**src/rtl/code_entry_fsm_pkg.sv**
```systemverilog
// ============================================================================
// Module   : code_entry_fsm_pkg
// Purpose  : State encoding, key indices and shared helpers for code_entry_fsm
// Revision : 1.0 - initial release
// ============================================================================
`default_nettype none

package code_entry_fsm_pkg;

   localparam int CODE_LEN    = 4;
   localparam int KEY_CONFIRM = 10;
   localparam int KEY_CLEAR   = 11;
   localparam int KEY_W       = 12;

   typedef enum logic [2:0] {
      IDLE  = 3'd0,
      ENTRY = 3'd1,
      CHECK = 3'd2,
      ERROR = 3'd3,
      LOCK  = 3'd4,
      FIRE  = 3'd5
   } state_t;

   // Failure counter stops at its top value instead of wrapping.
   function automatic logic [1:0] fail_sat_inc(input logic [1:0] v);
      return (v == 2'd3) ? v : v + 2'd1;
   endfunction

endpackage

`default_nettype wire

```
**src/rtl/code_entry_fsm_hold_timer.sv**
```systemverilog
// ============================================================================
// Module   : hold_timer
// Purpose  : Loadable down-counter with a done flag for ERROR/LOCK holds
// Revision : 1.0 - initial release
// ============================================================================
`default_nettype none

module hold_timer
   import code_entry_fsm_pkg::*;
#(
   parameter int WIDTH = 24
) (
   input  logic             clk,
   input  logic             rst_n,
   input  logic             i_load,
   input  logic [WIDTH-1:0] i_load_val,
   input  logic             i_en,
   output logic             o_done
);

   logic [WIDTH-1:0] r_count;

   always_ff @(posedge clk or negedge rst_n) begin
      if (!rst_n) begin
         r_count <= '0;
      end else if (i_load) begin
         r_count <= i_load_val;
      end else if (i_en && (r_count != '0)) begin
         r_count <= r_count - WIDTH'(1);
      end
   end

   assign o_done = (r_count == '0);

endmodule

`default_nettype wire

```
**src/rtl/code_entry_fsm.sv**
```systemverilog
// ============================================================================
// Module   : code_entry_fsm
// Purpose  : Four-digit keypad code entry with error hold and optional lockout
//            (lockout enabled by defining CODE_ENTRY_LOCKOUT_EN)
// Revision : 1.0 - initial release
// ============================================================================
`default_nettype none

module code_entry_fsm
   import code_entry_fsm_pkg::*;
#(
   parameter logic [15:0] PASSWORD    = 16'h1234,
   parameter int          MAX_FAIL    = 3,
   parameter logic [23:0] LOCK_CYCLES = 24'd125000,
   parameter logic [15:0] ERR_CYCLES  = 16'd2500
) (
   input  logic             clk,
   input  logic             rst_n,
   input  logic [KEY_W-1:0] key_pulse,
   output logic [15:0]      entry_code,
   output logic [2:0]       digit_cnt,
   output logic             fire,
   output logic             err,
   output logic             locked,
   output logic [1:0]       fail_cnt
);

   localparam int c_TMR_W = $bits(LOCK_CYCLES);
   // Timer counts down to zero inclusive, so load N-1 for an N-cycle hold.
   localparam logic [c_TMR_W-1:0] c_ERR_LOAD  =
      (ERR_CYCLES == 16'd0) ? '0 : c_TMR_W'(ERR_CYCLES - 16'd1);
   localparam logic [c_TMR_W-1:0] c_LOCK_LOAD =
      (LOCK_CYCLES == 24'd0) ? '0 : (LOCK_CYCLES - 24'd1);

`ifdef CODE_ENTRY_LOCKOUT_EN
   localparam bit c_LOCKOUT_EN = 1'b1;
`else
   localparam bit c_LOCKOUT_EN = 1'b0;
`endif

   state_t               r_state;
   logic [15:0]          r_entry_code;
   logic [2:0]           r_digit_cnt;
   logic [1:0]           r_fail_cnt;
   logic                 r_fire;
   logic                 r_err;

   state_t               w_state_nxt;
   logic [15:0]          w_code_nxt;
   logic [2:0]           w_cnt_nxt;
   logic [1:0]           w_fail_nxt;
   logic [1:0]           w_fail_inc;
   logic                 w_lock_hit;
   logic                 w_tmr_load;
   logic [c_TMR_W-1:0]   w_tmr_val;
   logic                 w_tmr_en;
   logic                 w_tmr_done;

   logic                 w_key_multi;
   logic                 w_key_one;
   logic                 w_digit_vld;
   logic                 w_confirm;
   logic                 w_clear;
   logic [3:0]           w_digit;

   // A cycle with several keys is dropped: none of the decoded strobes fire.
   assign w_key_multi = |(key_pulse & (key_pulse - 12'd1));
   assign w_key_one   = (|key_pulse) && !w_key_multi;
   assign w_digit_vld = w_key_one && (|key_pulse[9:0]);
   assign w_confirm   = w_key_one && key_pulse[KEY_CONFIRM];
   assign w_clear     = w_key_one && key_pulse[KEY_CLEAR];

   always_comb begin
      w_digit = 4'd0;
      for (int i = 0; i < 10; i++) begin
         if (key_pulse[i]) begin
            w_digit = 4'(i);
         end
      end
   end

   assign w_fail_inc = fail_sat_inc(r_fail_cnt);
   assign w_lock_hit = c_LOCKOUT_EN && (int'(w_fail_inc) == MAX_FAIL);
   assign w_tmr_en   = (r_state == ERROR) || (r_state == LOCK);

   always_comb begin
      w_state_nxt = r_state;
      w_code_nxt  = r_entry_code;
      w_cnt_nxt   = r_digit_cnt;
      w_fail_nxt  = r_fail_cnt;
      w_tmr_load  = 1'b0;
      w_tmr_val   = c_ERR_LOAD;

      case (r_state)
         IDLE, ENTRY: begin
            if (w_clear) begin
               w_code_nxt  = '0;
               w_cnt_nxt   = '0;
               w_state_nxt = IDLE;
            end else if (w_digit_vld) begin
               if (r_digit_cnt < 3'(CODE_LEN)) begin
                  w_code_nxt  = {r_entry_code[11:0], w_digit};
                  w_cnt_nxt   = r_digit_cnt + 3'd1;
                  w_state_nxt = ENTRY;
               end
            end else if (w_confirm && (r_state == ENTRY)) begin
               w_state_nxt = CHECK;
            end
         end

         CHECK: begin
            if ((r_digit_cnt == 3'(CODE_LEN)) && (r_entry_code == PASSWORD)) begin
               w_fail_nxt  = '0;
               w_state_nxt = FIRE;
            end else begin
               w_fail_nxt = w_fail_inc;
               w_tmr_load = 1'b1;
               if (w_lock_hit) begin
                  w_tmr_val   = c_LOCK_LOAD;
                  w_state_nxt = LOCK;
               end else begin
                  w_state_nxt = ERROR;
               end
            end
         end

         ERROR: begin
            if (w_tmr_done) begin
               w_code_nxt  = '0;
               w_cnt_nxt   = '0;
               w_state_nxt = IDLE;
            end
         end

`ifdef CODE_ENTRY_LOCKOUT_EN
         LOCK: begin
            if (w_tmr_done) begin
               w_code_nxt  = '0;
               w_cnt_nxt   = '0;
               w_fail_nxt  = '0;
               w_state_nxt = IDLE;
            end
         end
`endif

         FIRE: begin
            w_state_nxt = FIRE;
         end

         default: begin
            w_state_nxt = IDLE;
         end
      endcase
   end

   always_ff @(posedge clk or negedge rst_n) begin
      if (!rst_n) begin
         r_state      <= IDLE;
         r_entry_code <= '0;
         r_digit_cnt  <= '0;
         r_fail_cnt   <= '0;
         r_fire       <= 1'b0;
         r_err        <= 1'b0;
      end else begin
         r_state      <= w_state_nxt;
         r_entry_code <= w_code_nxt;
         r_digit_cnt  <= w_cnt_nxt;
         r_fail_cnt   <= w_fail_nxt;
         r_fire       <= (w_state_nxt == FIRE);
         r_err        <= (w_state_nxt == ERROR);
      end
   end

`ifdef CODE_ENTRY_LOCKOUT_EN
   logic r_locked;

   always_ff @(posedge clk or negedge rst_n) begin
      if (!rst_n) begin
         r_locked <= 1'b0;
      end else begin
         r_locked <= (w_state_nxt == LOCK);
      end
   end

   assign locked = r_locked;
`else
   assign locked = 1'b0;
`endif

   hold_timer #(
      .WIDTH      (c_TMR_W)
   ) u_hold_timer (
      .clk        (clk),
      .rst_n      (rst_n),
      .i_load     (w_tmr_load),
      .i_load_val (w_tmr_val),
      .i_en       (w_tmr_en),
      .o_done     (w_tmr_done)
   );

   assign entry_code = r_entry_code;
   assign digit_cnt  = r_digit_cnt;
   assign fail_cnt   = r_fail_cnt;
   assign fire       = r_fire;
   assign err        = r_err;

endmodule

`default_nettype wire

```
**config.mk**
```make
export PLATFORM = sky130hd
export DESIGN_NAME = code_entry_fsm
export DESIGN_NICKNAME = d
export VERILOG_FILES = /design/src/rtl/code_entry_fsm_pkg.sv /design/src/rtl/code_entry_fsm_hold_timer.sv /design/src/rtl/code_entry_fsm.sv
export SDC_FILE = /design/constraint.sdc
export NUM_CORES = 1
export LEC_CHECK = 0
export BUFFER_PORTS_ARGS = -buffer_cell sky130_fd_sc_hd__buf_2
export CAP_MARGIN = 30
export CORE_ASPECT_RATIO = 0.9
export CORE_MARGIN = 2
export CORE_UTILIZATION = 30
export DETAILED_ROUTE_END_ITERATION = 10
export PLACE_DENSITY = 0.46
export SLEW_MARGIN = 20
export SYNTH_ARGS = -nofsm -noshare
export SYNTH_HDL_FRONTEND = slang
export SYNTH_SLANG_ARGS = --single-unit
```
**constraint.sdc**
```tcl
create_clock -name clk -period 2.53 [get_ports clk]
set_input_delay 0.506 -clock clk [delete_from_list [all_inputs] [get_ports clk]]
set_output_delay 0.506 -clock clk [all_outputs]
set_load 0.02 [all_outputs]
```
# --- Word level (Yosys, flattened, before mapping) ---
# Index checks and enable logic that the tools add are counted.
word_totals:
  reg_bits: 50
  inputBits: 14
  out_inout_bits: 24
  word_cells: 79
op_classes:
  addsub: 4
  n_lt_le_gt_ge: 1
  eq_ne: 14
  mux: 32
  bitwise: 1
  reduce_logical: 20
op_table:
  columns: ["operator", "n"]
  rows:
  - ["$mux W16", 4]
  - ["$mux W24", 2]
  - ["$mux W3", 11]
  - ["$pmux W16 S2", 1]
  - ["$logic_not A24 Y1", 1]
  - ["$reduce_bool A24 Y1", 1]
  - ["$reduce_or A12 Y1", 2]
  - ["$sub A24 B1 Y24 const B", 1]
  - ["$mux W4", 5]
  - ["$eq A16 B13 Y1 const B", 1]
  - ["$and A12 B12 Y12", 1]
  - ["$eq A3 B3 Y1 const B", 4]
  - ["$pmux W3 S4", 1]
  - ["$sub A12 B1 Y12 const B", 1]
  - ["$reduce_or A10 Y1", 1]
  - ["$eq A3 B2 Y1 const B", 3]
  - ["$mux W2", 4]
  - ["$logic_and A1 B1 Y1", 7]
  - ["$ne A3 B3 Y1 const B", 2]
  - ["$pmux W3 S2", 1]
  - ["$ne A2 B1 Y1 const B", 2]
  - ["$reduce_and A4 Y1", 1]
  - ["$reduce_bool A2 Y1", 2]
  - ["$add A3 B1 Y3 const B", 1]
  - ["10 further kinds", 12]

# --- Depth between registers and ports, before layout ---
# Gate-level depths: netlist of run 1.
logic_depth:
  depth_word: 13
  mapped_depth: 9
  ltp_nobuf: 8

# --- By module ---
# Synthesis of run 1 repeated with hierarchy kept, for this count alone.
hier_totals:
  cells_unflattened: 302
  area_unflattened_um2: 2935.3
modules_own_cells:
  columns: ["mod", "n_inst", "cells_per_inst", "area_per_inst_um2", "seq_area_each_um2"]
  rows:
  - ["hold_timer", 1, 168, 1492.7, 600.6]
  - ["code_entry_fsm", 1, 134, 1442.6, 650.6]

# --- Worst setup path after synthesis of run 1 ---
# OpenSTA, ideal clock, no wires.
synth_path:
  path_type: "in2reg"
  start: "input key_pulse[0]"
  end: "register r_entry_code[3] (netlist: entry_code[3])"
  setup_ps: 139
  t_arrival_ps: 2489
  required_time_ps: 2391
  path_slack_ps: -98
  cell_stages: 8
  n_path_buf: 2
  cell_sequence: "or4_4 a2111oi_4 nor3_1 or4_1 buf_4 buf_6 nand3_2 o31ai_4"
synth_between:
  elab_chain_cells: 8
  elab_cells_between_ends: 14
  classes_between: "1 x add/sub; 2 x eq/ne; 2 x mux; 1 x bitwise; 8 x reduce/logical"
synth_lines:
  columns: ["element", "line", "text"]
  rows:
  - ["from (decl)", "code_entry_fsm.sv:19", "input logic [KEY_W-1:0] key_pulse,"]
  - ["$sub A12 B1 Y12", "code_entry_fsm.sv:67", "assign w_key_multi = |(key_pulse & (key_pulse - 12'd1));"]
  - ["$and A12 B12 Y12", "code_entry_fsm.sv:67", null]
  - ["$reduce_or A12 Y1", "code_entry_fsm.sv:67", null]
  - ["$logic_not A1 Y1", "code_entry_fsm.sv:68", "assign w_key_one = (|key_pulse) && !w_key_multi;"]
  - ["$logic_and A1 B1 Y1", "code_entry_fsm.sv:68", null]
  - ["$logic_and A1 B1 Y1 (on tied branches)", "code_entry_fsm.sv:71, code_entry_fsm.sv:69", null]
  - ["$ne A3 B3 Y1 (no line) or $mux W16 (tied branches)", null, null]
  - ["$reduce_and A4 Y1 (no line) or $pmux W16 S2 (tied branches)", null, null]
  - ["to (signal assigned)", "code_entry_fsm.sv:166", "r_entry_code <= w_code_nxt;"]
  - ["to (decl)", "code_entry_fsm.sv:42", "logic [15:0] r_entry_code;"]
# Parallel ways exist; a longest one is shown, timed or not.
# A chain may end at the register's enable or synchronous reset.

# --- Final worst setup path of run 1 ---
layout_path:
  start: "register u_hold_timer.r_count[5]"
  end: "register u_hold_timer.r_count[20]"
layout_between:
  elab_chain_cells: 3
  elab_cells_between_ends: 6
  classes_between: "1 x add/sub; 2 x mux; 3 x reduce/logical"
layout_lines:
  columns: ["element", "line", "text"]
  rows:
  - ["from (decl)", "code_entry_fsm_hold_timer.sv:21", "logic [WIDTH-1:0] r_count;"]
  - ["from (signal assigned)", "code_entry_fsm_hold_timer.sv:27", "r_count <= i_load_val;"]
  - ["from (signal assigned)", "code_entry_fsm_hold_timer.sv:29", "r_count <= r_count - WIDTH'(1);"]
  - ["$sub A24 B1 Y24 or $reduce_bool A24 Y1 (tied branches)", "code_entry_fsm_hold_timer.sv:29, code_entry_fsm_hold_timer.sv:28", null]
  - ["$mux W24 or $logic_and A1 B1 Y1 (tied branches)", "code_entry_fsm_hold_timer.sv:28", "end else if (i_en && (r_count != '0)) begin"]
  - ["$mux W24 or $reduce_bool A2 Y1 (tied branches)", null, null]
# Parallel ways exist; a longest one is shown, timed or not. The select of a mux whose other input is x is not followed.

==> summary.txt, run 1 <==
Power and ir drop
  • Leak: around 1.6 nW
  • Register share of total power: 57.0%
  • Logic gate share of total power: 7.3%
  • Power density cells: between 400 and 500 nW/um2
  • Net Switching: ~340 uW
  • P_int: approximately 1.1 mW
  • Sw frac: 24.30%
  • VDD IR max: approximately 220 uV
  • Clk pwr share: 35.7%

Detailed routing
  • WL final: 6653 um
  • Antenna viol nets, final: 0
  • Drt wl/cell: 13.66 um
  • Initial DRC count: 62
  • Detailed Routing Iterations Pass 1: 4
  • DR vias: about 2400
  • Vias per inst: 4.875
  • # DRC: 0

Layout
  • Share of cells above drive strength 1: between 20% and 30%
  • Nets@finish: about 380
  • Antenna diodes: 0
  • Non-Filler Instances: around 490
  • P&R area growth vs syn: 23.41%

Critical path
  • Worst path slowest cell: or4_1
  • Kind of critical path: flop to flop
  • Reg2Reg Depth: 6
  • Setup crit end kind: flop
  • Most used cell, CP: or4_1
  • Worst Path Max Fanout: 4
  • Reg-to-reg slack, setup: roughly 0.17 ns
  • Crit path arrival time: 2.58 ns
  • Worst r2r dst: u_hold_timer.r_count[20]
  • Worst R2R Start: u_hold_timer.r_count[5]
  • Slowest stage delay, CP: 0.63 ns
  • CP Launch Type: flop
  • CP required: 2.76 ns
  • Crit-path cells: or4_1 > nor4_2 > and2_1 > nand3_1 > or4_1 > a21oi_1

Placement
  • Buffers on Ports: 36
  • Gp weighted congestion: 0.7446
  • Post-DP HPWL: 4852 um
  • Worst slack, placed: -0.1306 ns
  • Placed cells: 478

Timing
  • Unrepaired setup endpoints after global routing: no
  • Min Tclk post-route: 2.358 ns
  • Hold Violations, Final: 0
  • Rel. slew slack: between 50% and 60%
  • Worst-Margin Slew: 0.6143 ns
  • Final worst slack: 0.1721 ns
  • Maximum clock rate: 0.4241 GHz
  • Max Clock Skew: 0.01401 ns
  • Tcrit/Tclk final: 93.20%
  • Setup violators final: 0
  • Max-slew violations: 0

Yosys
  • Post-Syn Area: 2811 um2
  • Yosys reg bits: 50
  • Post-synthesis cell type count: 57
  • Register area share after synthesis: about 45%
  • YS warnings: 0
  • Avg Cell Area, Syn: 9.403 um2
  • Post-synth EDFFs: 0
  • Net count after synthesis: 318
  • Post-synth top flop: dfrtp_1
  • Async set-reset flop share out of synthesis: 100.0%
  • Synthesized instance count: between 200 and 300

Clock network
  • Clock-pin slew of the registers on the worst-case setup and hold paths: 0.10 ns
  • CTS tree: built
  • CTS Buf Count: 5
  • Clock Latency Late Sink: about 0.3 ns
  • Root buffer cell: clkbuf_8
  • Clk buf depth: 2
  • Clock sink count: 50
  • H-tree depth: 2

Floorplanning
  • Rows: 33
  • Area of the core: 9125 um2
  • Starting Density: between 30% and 40%
  • DIE AREA: 10160 um2
  • Die Width: roughly 110 um
  • Die Span Y: 95.84 um
  • # IOs: 38

GRT
  • Largest net degree at the start of global routing: 38
  • First-pass GRT wire length: 11340 um
  • Gr usage total: 14.00%
  • Initial antenna violation count: 0
  • Total gr overflow: 0
  • Vias in the first global route: 2289

Run
  • Maxcap violations: 0

Min path
  • Hold Path Class: input pin to asynchronous set/reset pin

Outcome
  • Status: finished, final reports clean
[worst max-delay path by stage]
stage	from	endpoint	slack, ns	cells past startpoint
finish	u_hold_timer.r_count[5]	u_hold_timer.r_count[20]	0.17	6
global route	entry_code[7]	r_state[1]	0.03	7
CTS	u_hold_timer.r_count[0]	u_hold_timer.r_count[20]	0.14	8
detailed placement	key_pulse[3]	entry_code[3]	-0.13	8
global placement	key_pulse[3]	entry_code[3]	-0.08	8
floorplan	key_pulse[3]	entry_code[3]	0.004	8
[cells by family after synthesis]
| group | synth area share [%] |
|---|---|
| AND/OR/NAND/NOR | 28.17 |
| AO/OA/AOI/OAI | 15.71 |
| flip-flops | 44.50 |
| buffers and inverters | 3.827 |
| XOR/XNOR | 4.673 |
| adder cells (fa/ha/maj) | 2.581 |
| other | 0.1334 |
| multiplexers | 0.4005 |
[cell usage in the layout (no fill, tap or decap), types with 3 or more instances in the layout]
cell and instances:
dfrtp_1 50, buf_2 36, buf_4 32, nand2_1 31, nor2_1 26, nand3_1 26, a21oi_1 14, xor2_1 13
nor3_1 9, o21ai_2 9, o21ai_1 9, inv_1 8, o21ai_0 6, nand4_1 6, or4_1 6, clkbuf_8 6
nand2b_1 5, ha_1 5, nor4_1 4, or3_1 4, nand3b_1 4, nor2b_1 3, o21bai_1 3, o31ai_1 3
[routing by layer]
layer / track usage, % / vias to the layer above / part of all wire, %
met1: 20.02 / 1118 / 53
met3: 2.505 / 2 / 2.6
met5: 0 / - / 0
li1: - / 1228 / -
met2: 22.47 / 26 / 44
met4: 2.632 / 0 / 0.47
[flip-flops by register name, indices dropped and copies added, names as in the netlist]
name / flops
err: 1
digit_cnt: 3
fail_cnt: 2
u_hold_timer.r_count: 24
entry_code: 16
fire: 1
r_state: 3
[stage by stage]
stage	power, mW	util, %	setup TNS [ns]	hold WS [ns]	area [um2]
5_1_grt	1.475	38.02	0	0.2451	3470
2_1_floorplan	0.8554	-	0	0.2104	2833
6_report	1.410	38.02	0	0.2033	3470
3_5_place_dp	0.9244	36.79	-2.239	0.5121	3357
3_3_place_gp	0.9234	36.79	-1.362	0.4961	3357
4_1_cts	1.439	37.87	0	0.2190	3456
[Yosys cell counts (2+ instances only)]
| library cell | instances | area, um2 |
|---|---|---|
| dfrtp_1 | 50 | 1251 |
| nand2_1 | 31 | 116.4 |
| nand3_1 | 26 | 130.1 |
| nor2_1 | 26 | 97.59 |
| a21oi_1 | 14 | 70.07 |
| xor2_1 | 13 | 113.9 |
| nor3_1 | 10 | 50.05 |
| o21ai_1 | 9 | 45.04 |
| o21ai_2 | 9 | 78.83 |
| inv_1 | 8 | 30.03 |
| nand4_1 | 6 | 37.54 |
| o21ai_0 | 6 | 30.03 |
| or4_1 | 6 | 45.04 |
| clkbuf_1 | 5 | 18.77 |
| ha_1 | 5 | 62.56 |
| nand2b_1 | 5 | 31.28 |
| nand3b_1 | 4 | 30.03 |
| nor4_1 | 4 | 25.02 |
| or3_1 | 4 | 25.02 |
| buf_6 | 3 | 33.78 |
| nor2b_1 | 3 | 18.77 |
| o21bai_1 | 3 | 22.52 |
| o31ai_1 | 3 | 22.52 |
| a31oi_1 | 2 | 12.51 |
| and2_1 | 2 | 12.51 |
| and3_1 | 2 | 12.51 |
| buf_2 | 2 | 10.01 |
| buf_4 | 2 | 15.01 |
| nand4b_1 | 2 | 17.52 |
| nor3b_1 | 2 | 15.01 |
| nor4_2 | 2 | 25.02 |
| nor4b_1 | 2 | 17.52 |
| o211ai_1 | 2 | 15.01 |
| o32ai_1 | 2 | 17.52 |
| xnor2_1 | 2 | 17.52 |
[power groups by stage]
stage | clock network (mW) | registers [mW] | logic, mW
CTS | 0.530 | 0.804 | 0.105
finish | 0.503 | 0.804 | 0.102
detailed placement | 0 | 0.820 | 0.104
floorplan | 0 | 0.824 | 0.0317
global route | 0.555 | 0.805 | 0.115
global placement | 0 | 0.820 | 0.103
[area by class of cell]
| type | count | area [um2] |
|---|---|---|
| Tap cell | 122 | 152.6 |
| Sequential cell | 50 | 1251 |
| Fill cell | 930 | 5655 |
| Inverter | 8 | 30.03 |
| Clock inverter | 2 | 16.27 |
| Clock buffer | 6 | 82.58 |
| Timing Repair Buffer | 70 | 460.4 |
| Multi-Input combinational cell | 229 | 1476 |
[critical path: cells and delay by family, from the launching register on]
| kind | cells | cell delay, ns |
|---|---|---|
| and+or+nand+nor | 5 | 1.69 |
| DFF | 1 | 0.43 |
| AOI/OAI and AO/OA | 1 | 0.15 |
[what timing repair did]
item,in CTS,in global routing
setup endpoints to repair,0,2
buffers inserted,0,1
endpoints found under the hold margin,0,0
gates resized for setup,0,1
hold buffers,0,0
(Power assumes the default switching activity.)
==> run 2, diff against run 1 <==
Settings changed: CORE_UTILIZATION 30 to 55, PLACE_DENSITY 0.46 to 0.76.
==> run 2 against run 1 <==
Against the previous run:
- hold slack improved by 0.075 ns
- critical path depth fell by 1
- global-route usage rose by 8.8 points
- clock skew rose by 0.0015 ns
- combinational power fell by 6%
- routed wire length fell by 9.5%
- via count rose by 3.7%
- non-clock buffer count fell by 7
- die area fell by 44%
- register-to-register slack improved by 0.02 ns
- critical path type unchanged
- critical endpoint unchanged
- largest cell class unchanged
==> summary.txt, run 2 (same netlist as run 1, synthesis figures left out) <==
Layout
  • Antenna diodes: 0 (unchanged)
  • Post-route core utilization: 68.02% (+30 points)
  • Non-Filler Instances: 423 (-13%)
  • Share of cells above drive strength 1: 26.26% (-1.4 points)
  • Multi-input combinational cell area: 1474 um2 (-0.17%)
  • Nets@finish: 376 (-1.8%)
  • Most common cell after layout, fill and taps aside: dfrtp_1
  • Final instance area: 3329 um2 (-4.0%)
  • Reg with most FFs: u_hold_timer.r_count
  • Total of fill cells in the finished design: 402 (-57%)
  • P&R area growth vs syn: 18.42%
  • Register area: 1251 um2 (unchanged)
  • Largest register FFs: 24 (unchanged)
  • Most frequent cells in the layout: 50 x dfrtp_1, 36 x buf_2, 31 x nand2_1

Timing
  • Maximum clock rate: 0.4273 GHz (+0.76%)
  • Hold Violations, Final: 0 (unchanged)
  • Min Tclk post-route: 2.340 ns (-0.01776 ns)
  • Max-slew violations: 0 (unchanged)
  • Setup violators final: 0 (unchanged)
  • Final worst slack: 0.1898 ns (+0.01776 ns)
  • Tcrit/Tclk final: 92.50% (-0.70 points)
  • Final setup TNS: 0 ns (unchanged)
  • Unrepaired setup endpoints after global routing: no
  • Rel. slew slack: 46.30% (-13 points)
  • Worst-Margin Slew: 0.8055 ns (+0.1912 ns)
  • Max Clock Skew: 0.01550 ns (+0.001492 ns)
  • Worst hold margin: 0.2783 ns (+0.07502 ns)

Detailed routing
  • DR vias: 2462 (+3.7%)
  • Initial DRC count: 146 (+140%)
  • Antenna viol nets, final: 0 (unchanged)
  • WL final: 6022 um (-9.5%)
  • Detailed Routing Iterations Pass 1: 5 (+1)
  • Drt wl/cell: 14.24 um (+4.2%)
  • Vias per inst: 5.820 (+19%)
  • # DRC: 0 (unchanged)

Placement
  • Post-DP HPWL: 4262 um (-12%)
  • Buffers on Ports: 36 (unchanged)
  • Gp weighted congestion: 0.7820 (+5.0%)
  • Worst slack, placed: -0.1178 ns (+0.01274 ns)
  • Cell Area, Placed: 3232 um2 (-3.7%)
  • Placed cells: 415 (-13%)

Clock network
  • Clk buf depth: 2 (unchanged)
  • CTS tree: built
  • Clock sink count: 50 (unchanged)
  • Root buffer cell: clkbuf_8
  • Clock-pin slew of the registers on the worst-case setup and hold paths: 0.10 ns (about the same)
  • Clock Latency Late Sink: 0.31 ns (about the same)
  • H-tree depth: 2 (unchanged)
  • CTS Buf Count: 5 (unchanged)

Critical path
  • Reg-to-reg slack, setup: 0.19 ns (+0.02 ns)
  • Reg2Reg Depth: 5 (-1)
  • Worst R2R Start: entry_code[1]
  • Worst r2r dst: u_hold_timer.r_count[20]
  • CP Launch Type: flop
  • Crit path arrival time: 2.56 ns (-0.02 ns)
  • CP required: 2.75 ns (about the same)
  • Worst Path Max Fanout: 18 (+14)
  • Kind of critical path: flop to flop
  • Setup crit end kind: flop

Floorplanning
  • Die Span Y: 71.83 um (-25%)
  • Area of the core: 4895 um2 (-46%)
  • DIE AREA: 5700 um2 (-44%)
  • # IOs: 38 (unchanged)
  • Die Width: 79.37 um (-25%)
  • Starting Density: 57.44% (+27 points)
  • Rows: 24 (-27%)

Min path
  • Hold Path Class: input pin to asynchronous set/reset pin

GRT
  • Vias in the first global route: 2282 (-0.31%)
  • Total gr overflow: 0 (unchanged)
  • Gr usage total: 22.79% (+8.8 points)
  • First-pass GRT wire length: 10290 um (-9.2%)
  • Largest net degree at the start of global routing: 38 (unchanged)
  • Initial antenna violation count: 0 (unchanged)

Run
  • Maxcap violations: 0 (unchanged)

Power and ir drop
  • Total power: 1.384 mW (-1.8%)
  • Leak: 1.576 nW (-2.2%)
  • Power density cells: 415.8 nW/um2 (+2.3%)
  • VDD IR max: 332.7 uV (+50%)

Outcome
  • Status: finished, final reports clean
==> run 2: per-layer routing <==
metal / vias to the layer above / wire length, um / share of wire [%] / track usage (%)
li1: 1207 / - / - / -
met1: 1178 / 2804 / 47 / 32.24
met2: 67 / 2821 / 47 / 35.50
met3: 10 / 324 / 5.4 / 4.030
met4: 0 / 71 / 1.2 / 8.238
met5: - / 0 / 0 / 0
==> run 2: layout make-up <==
type	count	share of cell area, %
clock inverters	3	0.8643
multi-input cells	229	44.27
clock buffers	5	2.067
flip-flops and latches	50	37.58
repair buffers	63	11.88
inverters	8	0.9019
well taps	65	2.443
==> run 2: worst max-delay path, stage by stage (launching register included) <==
cell,delay (ns)
dfrtp_1,0.42
or4b_2,0.67
nor3b_1,0.25
nand4_1,0.24
and2_1,0.46
a21oi_1,0.22
==> run 2: worst max-delay path by stage <==
stage / startpoint / end / slack, ns / depth (start not counted)
global route: u_hold_timer.r_count[5] / u_hold_timer.r_count[20] / 0.04 / 6
detailed placement: key_pulse[3] / entry_code[13] / -0.12 / 8
floorplan: key_pulse[3] / entry_code[3] / 0.004 / 8
finish: entry_code[1] / u_hold_timer.r_count[20] / 0.19 / 5
global placement: key_pulse[2] / entry_code[1] / -0.09 / 8
CTS: u_hold_timer.r_count[5] / u_hold_timer.r_count[20] / 0.16 / 6
==> run 2: power by group <==
part           switching [mW]  total (mW)  internal [mW]  leakage (nW)
sequential            0.00325       0.805          0.801         0.693
clock                   0.279       0.484          0.205        0.0502
combinational          0.0587      0.0959         0.0372         0.832
total                   0.341        1.38           1.04          1.58
==> run 2: what timing repair did <==
action,in CTS,in global routing
buffers inserted,0,0
resized for setup,0,0
hold buffers,0,0
setup endpoints to repair,0,1
